==> config.mk <==
export PLATFORM = sky130hd
export DESIGN_NAME = fifo_wr_arb
export DESIGN_NICKNAME = d
export VERILOG_FILES = /design/src/rtl/fifo_wr_arb.sv
export SDC_FILE = /design/constraint.sdc
export NUM_CORES = 1
export LEC_CHECK = 0
export CAP_MARGIN = 20
export CORE_ASPECT_RATIO = 0.75
export CORE_MARGIN = 4
export CORE_UTILIZATION = 44
export DETAILED_ROUTE_END_ITERATION = 6
export HOLD_SLACK_MARGIN = 0.06
export PLACE_DENSITY = 0.88
export SLEW_MARGIN = 20
export SYNTH_ARGS = -nofsm -noshare
export SYNTH_HDL_FRONTEND = slang
export SYNTH_SLANG_ARGS = --single-unit
==> constraint.sdc <==
create_clock -name clk -period 4.6 [get_ports clk]
set_clock_uncertainty 0.15 [all_clocks]
set_input_delay 0.92 -clock clk [delete_from_list [all_inputs] [get_ports clk]]
set_output_delay 0.92 -clock clk [all_outputs]
set_load 0.05 [all_outputs]
==> src/rtl/fifo_wr_arb.sv <==
// fifo_wr_arb: round-robin write-port arbiter sharing one fifo input among r producers.
// Each accepted word takes three cycles: select (word registered onto data_w),
// strobe (fifo_clk high together with ack), hold (fifo_clk low again).
// The fifo status is checked only while selecting, so a word is never strobed
// while the fifo reports full. A burst limit of b words per grant keeps any
// one producer from starving the others.
//
// Ports:
//   clk       system clock, all logic on posedge
//   rst       synchronous active-high reset
//   req       [r]   requester i has a valid word on its data slice
//   data      [r*n] requester i's word on bits [i*n +: n]
//   ack       [r]   one-cycle pulse: requester i's word was written
//   gnt       [r]   one-hot current owner, zero when idle
//   data_w    [n]   word presented to the fifo data input
//   fifo_clk        registered write strobe to the fifo clock input
//   status    [4]   fifo status, 4'b1111 means full
module fifo_wr_arb #(
    parameter int unsigned n = 8,
    parameter int unsigned r = 4,
    parameter int unsigned b = 4
) (
    input  logic             clk,
    input  logic             rst,
    input  logic [r-1:0]     req,
    input  logic [r*n-1:0]   data,
    output logic [r-1:0]     ack,
    output logic [r-1:0]     gnt,
    output logic [n-1:0]     data_w,
    output logic             fifo_clk,
    input  logic [3:0]       status
);

    localparam int unsigned PW = (r > 1) ? $clog2(r) : 1;
    localparam int unsigned CW = $clog2(b + 1);

    typedef enum logic [1:0] {SEL, WR, HOLD} state_t;

    state_t          state;
    logic [PW-1:0]   owner;
    logic [CW-1:0]   cnt;

    logic            owner_req;
    logic            owner_gnt;
    logic            keep_owner;
    logic            found_hi;
    logic            found_lo;
    logic [PW-1:0]   hi_idx;
    logic [PW-1:0]   lo_idx;
    logic [PW-1:0]   win_idx;
    logic [r-1:0]    win_onehot;
    logic [n-1:0]    win_data;
    logic            fifo_full;

    assign fifo_full = (status == 4'b1111);

    // Winner selection: keep the owner while its burst lasts, otherwise the
    // first request above the owner index wins, wrapping to the lowest index
    // at or below it (circular scan owner+1 .. owner+r).
    always_comb begin
        owner_req  = 1'b0;
        owner_gnt  = 1'b0;
        found_hi   = 1'b0;
        found_lo   = 1'b0;
        hi_idx     = '0;
        lo_idx     = '0;
        win_onehot = '0;
        win_data   = '0;
        for (int i = 0; i < int'(r); i++) begin
            if (PW'(i) == owner) begin
                owner_req = req[i];
                owner_gnt = gnt[i];
            end
            if (req[i] && !found_hi && (PW'(i) > owner)) begin
                found_hi = 1'b1;
                hi_idx   = PW'(i);
            end
            if (req[i] && !found_lo && (PW'(i) <= owner)) begin
                found_lo = 1'b1;
                lo_idx   = PW'(i);
            end
        end
        keep_owner = owner_req && owner_gnt && (cnt < CW'(b));
        if (keep_owner) begin
            win_idx = owner;
        end else if (found_hi) begin
            win_idx = hi_idx;
        end else begin
            win_idx = lo_idx;
        end
        for (int i = 0; i < int'(r); i++) begin
            if (PW'(i) == win_idx) begin
                win_onehot[i] = 1'b1;
                win_data      = data[i*n +: n];
            end
        end
    end

    // Arbitration FSM with registered outputs.
    always_ff @(posedge clk) begin
        if (rst) begin
            state    <= SEL;
            ack      <= '0;
            gnt      <= '0;
            data_w   <= '0;
            fifo_clk <= 1'b0;
            cnt      <= '0;
            owner    <= PW'(r - 1);
        end else begin
            case (state)
                SEL: begin
                    if (fifo_full || (req == '0)) begin
                        gnt <= '0;
                        cnt <= '0;
                    end else begin
                        data_w <= win_data;
                        gnt    <= win_onehot;
                        owner  <= win_idx;
                        // A fresh grant (including a re-grant after the burst
                        // limit) restarts the burst at one word.
                        cnt    <= keep_owner ? CW'(cnt + CW'(1)) : CW'(1);
                        state  <= WR;
                    end
                end
                WR: begin
                    // data_w has been stable for a full cycle before this rise.
                    fifo_clk <= 1'b1;
                    ack      <= gnt;
                    state    <= HOLD;
                end
                HOLD: begin
                    fifo_clk <= 1'b0;
                    ack      <= '0;
                    state    <= SEL;
                end
                default: begin
                    state <= SEL;
                end
            endcase
        end
    end

endmodule

==> results.sh, run 1 <==
export IMPL_status="finished, final reports clean"
export IMPL_yosysTopAreaCellShare=0.345
export IMPL_yosysWarnings=0
export IMPL_hold_violations=0
export IMPL_fin_crit_ns=3.16
export IMPL_dpl_cell_area_mm2=0.00198
export IMPL_hp_class="reg -> reg"
export IMPL_vias=1322
export IMPL_cp_max_fo=16
export IMPL_use_met1=0.221
export IMPL_r2r_slack_ns=2.11
export IMPL_setup_viol=0
export IMPL_min_from="ack[3]"
export IMPL_grt_first_pass_wirelength_um=6170
export IMPL_place_inst=235
export IMPL_worstSetupEndpointType="flip-flop"
export IMPL_timing_rr_end="data_w[0]"
export IMPL_clk_latency_ns=0.27
export IMPL_root_buffer="clkbuf_8"
export IMPL_grt_pass1_vias=1304
export IMPL_hold_end="ack[3]"
export IMPL_slew_viol_final=0
export IMPL_drive_above_1_share=0.0950
export IMPL_syn2layout_area_growth_pct=45.3
export IMPL_seq_area_frac_synth=0.345
export IMPL_asyncSetResetFlopFracSynth=0
export IMPL_synth_cell_types=38
export IMPL_syn_area_per_cell_um2=9.60
export IMPL_tightest_slew_ns=0.664
export IMPL_combPwrFrac=0.463
export IMPL_maxCapViolCount=0
export IMPL_syn_inst=145
export IMPL_reg2reg_depth=7
export IMPL_post_cts_buffers=0
export IMPL_drc=0
export IMPL_final_cell_count_no_fill=238
export IMPL_dp_hpwl_um=3200
export IMPL_whs_ns=0.323
export IMPL_worstPathArrival_ns=3.15
export IMPL_use_met2=0.346
export IMPL_synth_area_leaders="dfxtp_1 (35%), mux2i_1 (12%), o221ai_2 (8.6%)"
export IMPL_finish_utilization=0.679
export IMPL_fmax_mhz=317
export IMPL_antenna_cells=0
export IMPL_wirelength_um=3970
export IMPL_via_per_inst=5.55
export IMPL_r2r_start="state[1]"
export IMPL_ant_nets=0
export IMPL_clk_pin_slew_ns=0.08
export IMPL_overflow=0
export IMPL_cts_repair_resized=0
export IMPL_yosys_area_top_type="dfxtp_1"
export IMPL_yosysMostFrequentCell="dfxtp_1"
export IMPL_drt_iter0_markers=61
export IMPL_power_switching_uw=289
export IMPL_cts_buffers=3
export IMPL_p_leak_uw=0.000766
export IMPL_grt_util_all_layers=0.193
export IMPL_pwr_share_seq=0.364
export IMPL_ys_seq_elements=24
export IMPL_crit_type="in -> reg"
export IMPL_grt_busiest_layer="met2"
export IMPL_core_area_mm2=0.00298
export IMPL_tritoncts="done"
export IMPL_synth_area_mm2=0.00139
export IMPL_start_kind="input pin"
export IMPL_antenna_found_initial=0
export IMPL_place_gp_congestion=0.852
export IMPL_min_delay_path_depth=2
export IMPL_cp_data_required_time_ns=4.59
export IMPL_rows=17
export IMPL_p_int_uw=440
export IMPL_die_x_um=73.0
export IMPL_fin_tns_setup_ns=0
export IMPL_p_sw_frac=0.396
export IMPL_die_area_mm2=0.00414
export IMPL_synth_nets=192
export IMPL_synthTopCellsByCount="dfxtp_1 (24), mux2i_1 (16), nand2_1 (15), a21oi_1 (11), nor2_1 (10)"
export IMPL_p_clk_frac=0.173
export IMPL_final_nets=249
export IMPL_ys_flop_type="dfxtp_1"
export IMPL_die_h_um=56.7
export IMPL_max_vdd_ir_drop_uv=243
export IMPL_numPortBuffers=58
export IMPL_p_per_area_mw_per_mm2=360
export IMPL_holdBufCountCts=0
export IMPL_htree_levels=1
export IMPL_start_util=0.468
export IMPL_post_drt_wl_per_cell_um=16.7
export IMPL_grt_max_degree=20
export IMPL_cts_buffer_depth=2
export IMPL_slew_headroom=0.556
export IMPL_clock_sinks=24
export IMPL_drt_pre_antenna_iters=4
export IMPL_grt_setup_unrepaired="false"
export IMPL_ioPinCount=59
export IMPL_design_area_mm2=0.00202
export IMPL_synth_edff_count=0
export IMPL_grtUsageMet3=0.0501
export IMPL_period_share=0.687
[how the worst max path moves through the flow]
stage	start	endpoint	slack, ns	depth (start not counted)
after floorplan	req[0]	data_w[0]	2.07	7
after CTS	req[0]	data_w[1]	1.45	8
after global placement	req[0]	data_w[5]	1.28	8
after global routing	req[0]	data_w[6]	1.31	8
final	req[0]	data_w[1]	1.44	8
after detailed placement	req[0]	data_w[0]	1.17	8
[cells by family (layout without fill, tap and decap cells)]
group	after synthesis	in the layout	synth area share
compound gates	38	38	0.251
fa+ha+maj	5	5	0.0449
buf+inv	11	66	0.0440
flops	24	24	0.345
mux	16	16	0.115
simple gates	51	51	0.200
[worst max-delay path, stage by stage]
cell             delay, ns
clkdlybuf4s50_1       0.53
inv_1                 0.09
o311a_4               0.37
a21o_1                0.22
a21oi_2               0.25
buf_4                 0.34
mux2i_1               0.30
o221ai_2              0.12
[through the flow]
stage / worst slack, ns / power (uW)
after floorplan: 2.07 / 497
after global placement: 1.28 / 592
after detailed placement: 1.17 / 606
after CTS: 1.45 / 730
after global routing: 1.31 / 761
final: 1.44 / 728
[power by group through the flow]
| stage | Clock (uW) | Sequential [uW] | Combinational (uW) |
|---|---|---|---|
| after global placement | 0 | 267 | 325 |
| after floorplan | 0 | 343 | 154 |
| after global routing | 136 | 269 | 357 |
| after CTS | 128 | 265 | 338 |
| final | 126 | 265 | 337 |
| after detailed placement | 0 | 269 | 337 |
[flip-flops by register name (all words and copies together) (netlist names)]
name	cells
data_w	8
ack	4
gnt	4
cnt	3
owner	2
state	2
fifo_clk	1
[layout by cell type, fill, tap and decap left out, types with 5 or more instances in the layout]
master and instances:
nand2b_1 8, nand2_1 15, o221ai_2 8, ha_1 5, mux2i_1 16, nor2_1 10, nand3b_1 5, dfxtp_1 24
a21oi_1 11, clkdlybuf4s50_1 58
[layout make-up]
cell class | count | area [um^2]
Inverter | 4 | 15.0
Clock buffer | 3 | 41.3
Tap cell | 38 | 47.5
Fill cell | 230 | 955
Timing Repair Buffer | 59 | 588
Sequential cell | 24 | 480
Multi-Input combinational cell | 110 | 851
[per-layer routing]
metal	wire, um	vias up
li1	-	649
met1	1610	640
met2	2120	29
met3	199	4
met4	38	0
met5	0	-
No activity file was read; power rests on OpenSTA's default activity.
==> inputs of run 2 (changes only) <==
--- a/config.mk
+++ b/config.mk
@@ -8,10 +8,10 @@
 export CAP_MARGIN = 20
 export CORE_ASPECT_RATIO = 0.75
 export CORE_MARGIN = 4
-export CORE_UTILIZATION = 44
+export CORE_UTILIZATION = 38
 export DETAILED_ROUTE_END_ITERATION = 6
 export HOLD_SLACK_MARGIN = 0.06
-export PLACE_DENSITY = 0.88
+export PLACE_DENSITY = 0.81
 export SLEW_MARGIN = 20
 export SYNTH_ARGS = -nofsm -noshare
 export SYNTH_HDL_FRONTEND = slang
==> constraint.sdc (replaced) <==
create_clock -name clk -period 2.5 [get_ports clk]
set_clock_uncertainty 0.15 [all_clocks]
set_input_delay 0.5 -clock clk [delete_from_list [all_inputs] [get_ports clk]]
set_output_delay 0.5 -clock clk [all_outputs]
set_load 0.05 [all_outputs]
==> run 2 against run 1 <==
  * Clock power rose by 85%
  * Design area grew 11%
  * Die area is 14% higher
  * Global-route usage fell by 1.7 points
  * Critical path depth did not move
  * Combinational power increased by 120%
  * Largest power group unchanged
  * Sequential share of layout area is 2.4 points lower
  * Worst setup slack worse by 1.3 ns
==> results.sh, run 2 (same netlist as run 1, synthesis figures left out) <==
export IMPL_status="finished, final reports clean"
export IMPL_final_cell_mix="clkdlybuf4s50_1 (56), dfxtp_1 (24), nand2_1 (15)"
export IMPL_ioPinCount=59
export IMPL_cts_buffers=3
export IMPL_largestRegisters="data_w x8, ack x4, gnt x4"
export IMPL_die_area_mm2=0.00471
export IMPL_grt_max_degree=17
export IMPL_clk_pin_slew_ns=0.08
export IMPL_cp_max_fo=8
export IMPL_maxCapViolCount=0
export IMPL_fmax_mhz=418
export IMPL_rows=18
export IMPL_grt_pass1_vias=1432
export IMPL_wirelength_um=4580
export IMPL_hp_class="reg -> reg"
export IMPL_tritoncts="done"
export IMPL_worstSetupEndpointType="flip-flop"
export IMPL_cp_top_family="buffers and inverters"
export IMPL_die_x_um=77.9
export IMPL_dp_hpwl_um=3330
export IMPL_largest_register="data_w"
export IMPL_period_share=0.958
export IMPL_drive_above_1_share=0.194
export IMPL_design_area_mm2=0.00225
export IMPL_cp_data_required_time_ns=2.50
export IMPL_drt_iter0_markers=134
export IMPL_tightest_slew_ns=0.529
export IMPL_finalPower_uw=1460
export IMPL_drt_pre_antenna_iters=4
export IMPL_numPortBuffers=58
export IMPL_final_common_cell="clkdlybuf4s50_1"
export IMPL_cts_buffer_depth=2
export IMPL_grt_util_all_layers=0.176
export IMPL_core_area_mm2=0.00340
export IMPL_slew_viol_final=0
export IMPL_drc=0
export IMPL_start_kind="input pin"
export IMPL_largest_reg_flops=8
export IMPL_p_leak_uw=0.000881
export IMPL_root_buffer="clkbuf_8"
export IMPL_whs_ns=0.326
export IMPL_htree_levels=1
export IMPL_final_nets=265
export IMPL_antenna_cells=0
export IMPL_grt_first_pass_wirelength_um=6550
export IMPL_post_drt_wl_per_cell_um=17.2
export IMPL_p_per_area_mw_per_mm2=649
export IMPL_n_fill_cell=256
export IMPL_clk_latency_ns=0.27
export IMPL_crit_path_max_incr_delay_ns=0.56
export IMPL_dpl_cell_area_mm2=0.00213
export IMPL_max_vdd_ir_drop_uv=304
export IMPL_critPathBufInv=3
export IMPL_place_gp_congestion=0.844
export IMPL_post_cts_buffers=0
export IMPL_path_cells="clkdlybuf4s50_1 > buf_4 > nand4b_1 > a21o_1 > a21oi_4 > buf_12 > mux2i_1 > o221ai_2"
export IMPL_syn2layout_area_growth_pct=61.3
export IMPL_worstPathArrival_ns=2.39
export IMPL_vias=1434
export IMPL_overflow=0
export IMPL_antenna_found_initial=0
export IMPL_via_per_inst=5.39
export IMPL_crit_type="in -> reg"
export IMPL_start_util=0.409
export IMPL_ant_nets=0
export IMPL_clock_sinks=24
export IMPL_fin_crit_ns=2.39
export IMPL_slew_headroom=0.646
export IMPL_die_h_um=60.4
export IMPL_slowest_stage="clkdlybuf4s50_1"
export IMPL_setup_viol=0
export IMPL_hold_violations=0
## run 2: cell count changes in the layout (fill, tap and decap cells not counted), sizes merged
cell | previous run | this run
clkbuf | 3 | 4
clkdlybuf4s50 | 58 | 56
dlymetal6s2s | 0 | 2
buf | 1 | 16
## run 2: cell type report
class / count / area, um^2 / share of cell area
tap: 50 / 62.6 / 0.0279
timing repair buffer: 75 / 756 / 0.336
clock buffer: 3 / 41.3 / 0.0184
inverter: 4 / 15.0 / 0.00669
sequential: 24 / 480 / 0.214
multi-input combinational: 110 / 891 / 0.397
## run 2: final timing paths
check | from | to | slack [ns] | depth (start not counted)
max reg2reg | owner[1] | data_w[5] | 0.26 | 7
min | ack[0] | ack[0] | 0.33 | 2
max | req[1] | data_w[5] | 0.11 | 8
min reg2reg | ack[0] | ack[0] | 0.33 | 2
## run 2: what timing repair did
item	CTS	global route
gates resized for setup	2	8
pin swaps	0	1
gates cloned	0	1
endpoints found under the setup margin	3	8
hold buffers	0	0
## run 2: metrics by stage
stage,instances,TNS (ns),utilization,setup WS [ns]
4_1_cts,265,-0.0241,0.642,-0.0136
3_3_place_gp,262,-1.40,0.628,-0.186
3_5_place_dp,262,-2.42,0.628,-0.306
2_1_floorplan,145,0,-,0.213
6_report,266,0,0.660,0.105
5_1_grt,266,-0.215,0.660,-0.0466
## run 2: metal layers
| layer | up-vias | wire length (um) | GRT usage |
|---|---|---|---|
| li1 | 683 | - | - |
| met1 | 698 | 1800 | 0.203 |
| met2 | 47 | 2430 | 0.333 |
| met3 | 6 | 278 | 0.0356 |
| met4 | 0 | 71 | 0.0648 |
| met5 | - | 0 | 0 |
## run 2: tightest hold or removal path, delay by kind of cell (launching register included)
kind	cells	cell delay [ns]
simple gates	1	0.06
compound gates	1	0.05
flops	1	0.32
## run 2: report_power, final
| part | switching (uW) | internal (uW) |
|---|---|---|
| clock | 126 | 108 |
| sequential | 51.6 | 438 |
| combinational | 389 | 345 |
| total | 566 | 891 |
==> inputs of run 3 (changes only) <==
--- a/config.mk
+++ b/config.mk
@@ -7,7 +7,7 @@
 export LEC_CHECK = 0
 export CAP_MARGIN = 20
 export CORE_ASPECT_RATIO = 0.75
-export CORE_MARGIN = 4
+export CORE_MARGIN = 2
 export CORE_UTILIZATION = 38
 export DETAILED_ROUTE_END_ITERATION = 6
 export HOLD_SLACK_MARGIN = 0.06
==> run 3 against run 2 <==
  * Fmax fell by 2.1%
  * Total power rose by 8.8%
  * Non-clock buffer count rose by 4
  * Sequential power barely moved
  * Sequential cell count did not move
  * Worst hold slack got worse by 0.0071 ns
  * Register-to-register slack improved by 0.03 ns
  * Critical endpoint unchanged
==> results.sh, run 3 (same netlist as run 1, synthesis figures left out) <==
export IMPL_core_area_mm2=0.00359
export IMPL_p_per_area_mw_per_mm2=674
export IMPL_htree_levels=1
export IMPL_grt_max_degree=17
export IMPL_ioPinCount=59
export IMPL_n_fill_cell=268
export IMPL_path_cells="clkdlybuf4s50_1 > buf_4 > o21bai_1 > a21oi_1 > a311oi_1 > a21oi_4 > clkbuf_16 > mux2i_1 > o221ai_2"
export IMPL_die_h_um=56.4
export IMPL_cts_repair_resized=0
export IMPL_final_cell_mix="clkdlybuf4s50_1 (57), dfxtp_1 (24), buf_4 (17)"
export IMPL_tightest_slew_ns=0.521
export IMPL_cts_buffers=3
export IMPL_hold_violations=0
export IMPL_grt_pass1_vias=1321
export IMPL_final_nets=269
export IMPL_cts_buffer_depth=2
export IMPL_dp_hpwl_um=2820
export IMPL_seq_area_um2=480
export IMPL_die_x_um=73.9
export IMPL_drc=0
export IMPL_largest_register="data_w"
export IMPL_fmax_mhz=409
export IMPL_max_vdd_ir_drop_uv=312
export IMPL_cp_max_fo=7
export IMPL_cp_data_required_time_ns=2.50
export IMPL_largestRegisters="data_w x8, ack x4, gnt x4"
export IMPL_start_kind="input pin"
export IMPL_slowest_stage="clkdlybuf4s50_1"
export IMPL_numPortBuffers=58
export IMPL_status="finished, final reports clean"
export IMPL_clk_latency_ns=0.27
export IMPL_start_util=0.388
export IMPL_syn2layout_area_growth_pct=68.8
export IMPL_final_common_cell="clkdlybuf4s50_1"
export IMPL_grt_util_all_layers=0.176
export IMPL_clock_sinks=24
export IMPL_post_drt_wl_per_cell_um=14.4
export IMPL_maxCapViolCount=0
export IMPL_fin_crit_ns=2.45
export IMPL_root_buffer="clkbuf_8"
export IMPL_rows=19
export IMPL_slew_viol_final=0
export IMPL_finalPower_uw=1590
export IMPL_overflow=0
export IMPL_largest_reg_flops=8
export IMPL_drive_above_1_share=0.213
export IMPL_clk_pin_slew_ns=0.09
export IMPL_via_per_inst=5.02
export IMPL_p_leak_uw=0.000915
export IMPL_grt_first_pass_wirelength_um=5910
export IMPL_critPathBufInv=3
export IMPL_wirelength_um=3930
export IMPL_ant_nets=0
export IMPL_worstSetupEndpointType="flip-flop"
export IMPL_multi_input_area_um2=932
export IMPL_holdBufCountCts=0
export IMPL_crit_path_max_incr_delay_ns=0.49
export IMPL_cp_top_family="compound AO/OA/AOI/OAI gates"
export IMPL_drt_iter0_markers=131
export IMPL_antenna_found_initial=0
export IMPL_post_cts_buffers=0
export IMPL_antenna_cells=0
export IMPL_vias=1371
export IMPL_slew_headroom=0.652
export IMPL_crit_type="in -> reg"
export IMPL_drt_pre_antenna_iters=5
export IMPL_period_share=0.978
export IMPL_place_gp_congestion=0.787
export IMPL_tritoncts="done"
export IMPL_hp_class="reg -> reg"
export IMPL_worstPathArrival_ns=2.45
export IMPL_whs_ns=0.319
export IMPL_die_area_mm2=0.00417
export IMPL_setup_viol=0
run 3: changes by cell type in the layout (fill, tap and decap cells not counted), sizes merged:
cell	delta
clkdlybuf4s50	+1
buf	+4
bufinv	+1
dlymetal6s2s	-1
run 3: power breakdown:
part / switching [uW] / internal [uW]
logic: 392 / 366
clock network: 125 / 214
registers: 50.2 / 438
run 3: worst paths after layout:
kind / start / end / slack (ns) / cells after the start
hold reg to reg: ack[1] / ack[1] / 0.32 / 2
setup reg to reg: state[0] / data_w[5] / 0.29 / 8
setup / recovery: req[3] / data_w[5] / 0.05 / 9
hold / removal: ack[1] / ack[1] / 0.32 / 2
run 3: per-layer routing:
layer	vias to the layer above	track usage	wire length (um)
met3	2	0.0197	165
met5	-	0	0
met2	31	0.283	1990
li1	696	-	-
met4	0	0.0442	21
met1	642	0.251	1750
run 3: per-stage QoR:
stage / setup WS (ns) / util / instances / cell area [um^2] / setup TNS [ns]
final: 0.0543 / 0.655 / 273 / 2350 / 0
after global routing: -0.0136 / 0.655 / 273 / 2350 / -0.0262
after global placement: -0.158 / 0.604 / 268 / 2170 / -1.27
after floorplan: 0.213 / - / 145 / 1390 / 0
after detailed placement: -0.192 / 0.604 / 268 / 2170 / -1.37
after CTS: 0.0787 / 0.624 / 272 / 2240 / 0
run 3: cell type report:
type                       instances  area share
multi-input combinational        110       0.396
timing repair buffer              79       0.335
sequential                        24       0.204
tap                               52      0.0277
clock buffer                       3      0.0176
clock inverter                     1      0.0128
inverter                           4     0.00639
run 3: worst register-to-register path: cells and delay by family (launching register included):
family / cells / cell delay (ns)
buf+inv: 3 / 0.54
compound gates: 2 / 0.37
flops: 1 / 0.33
simple gates: 2 / 0.53
fa+ha+maj: 1 / 0.24
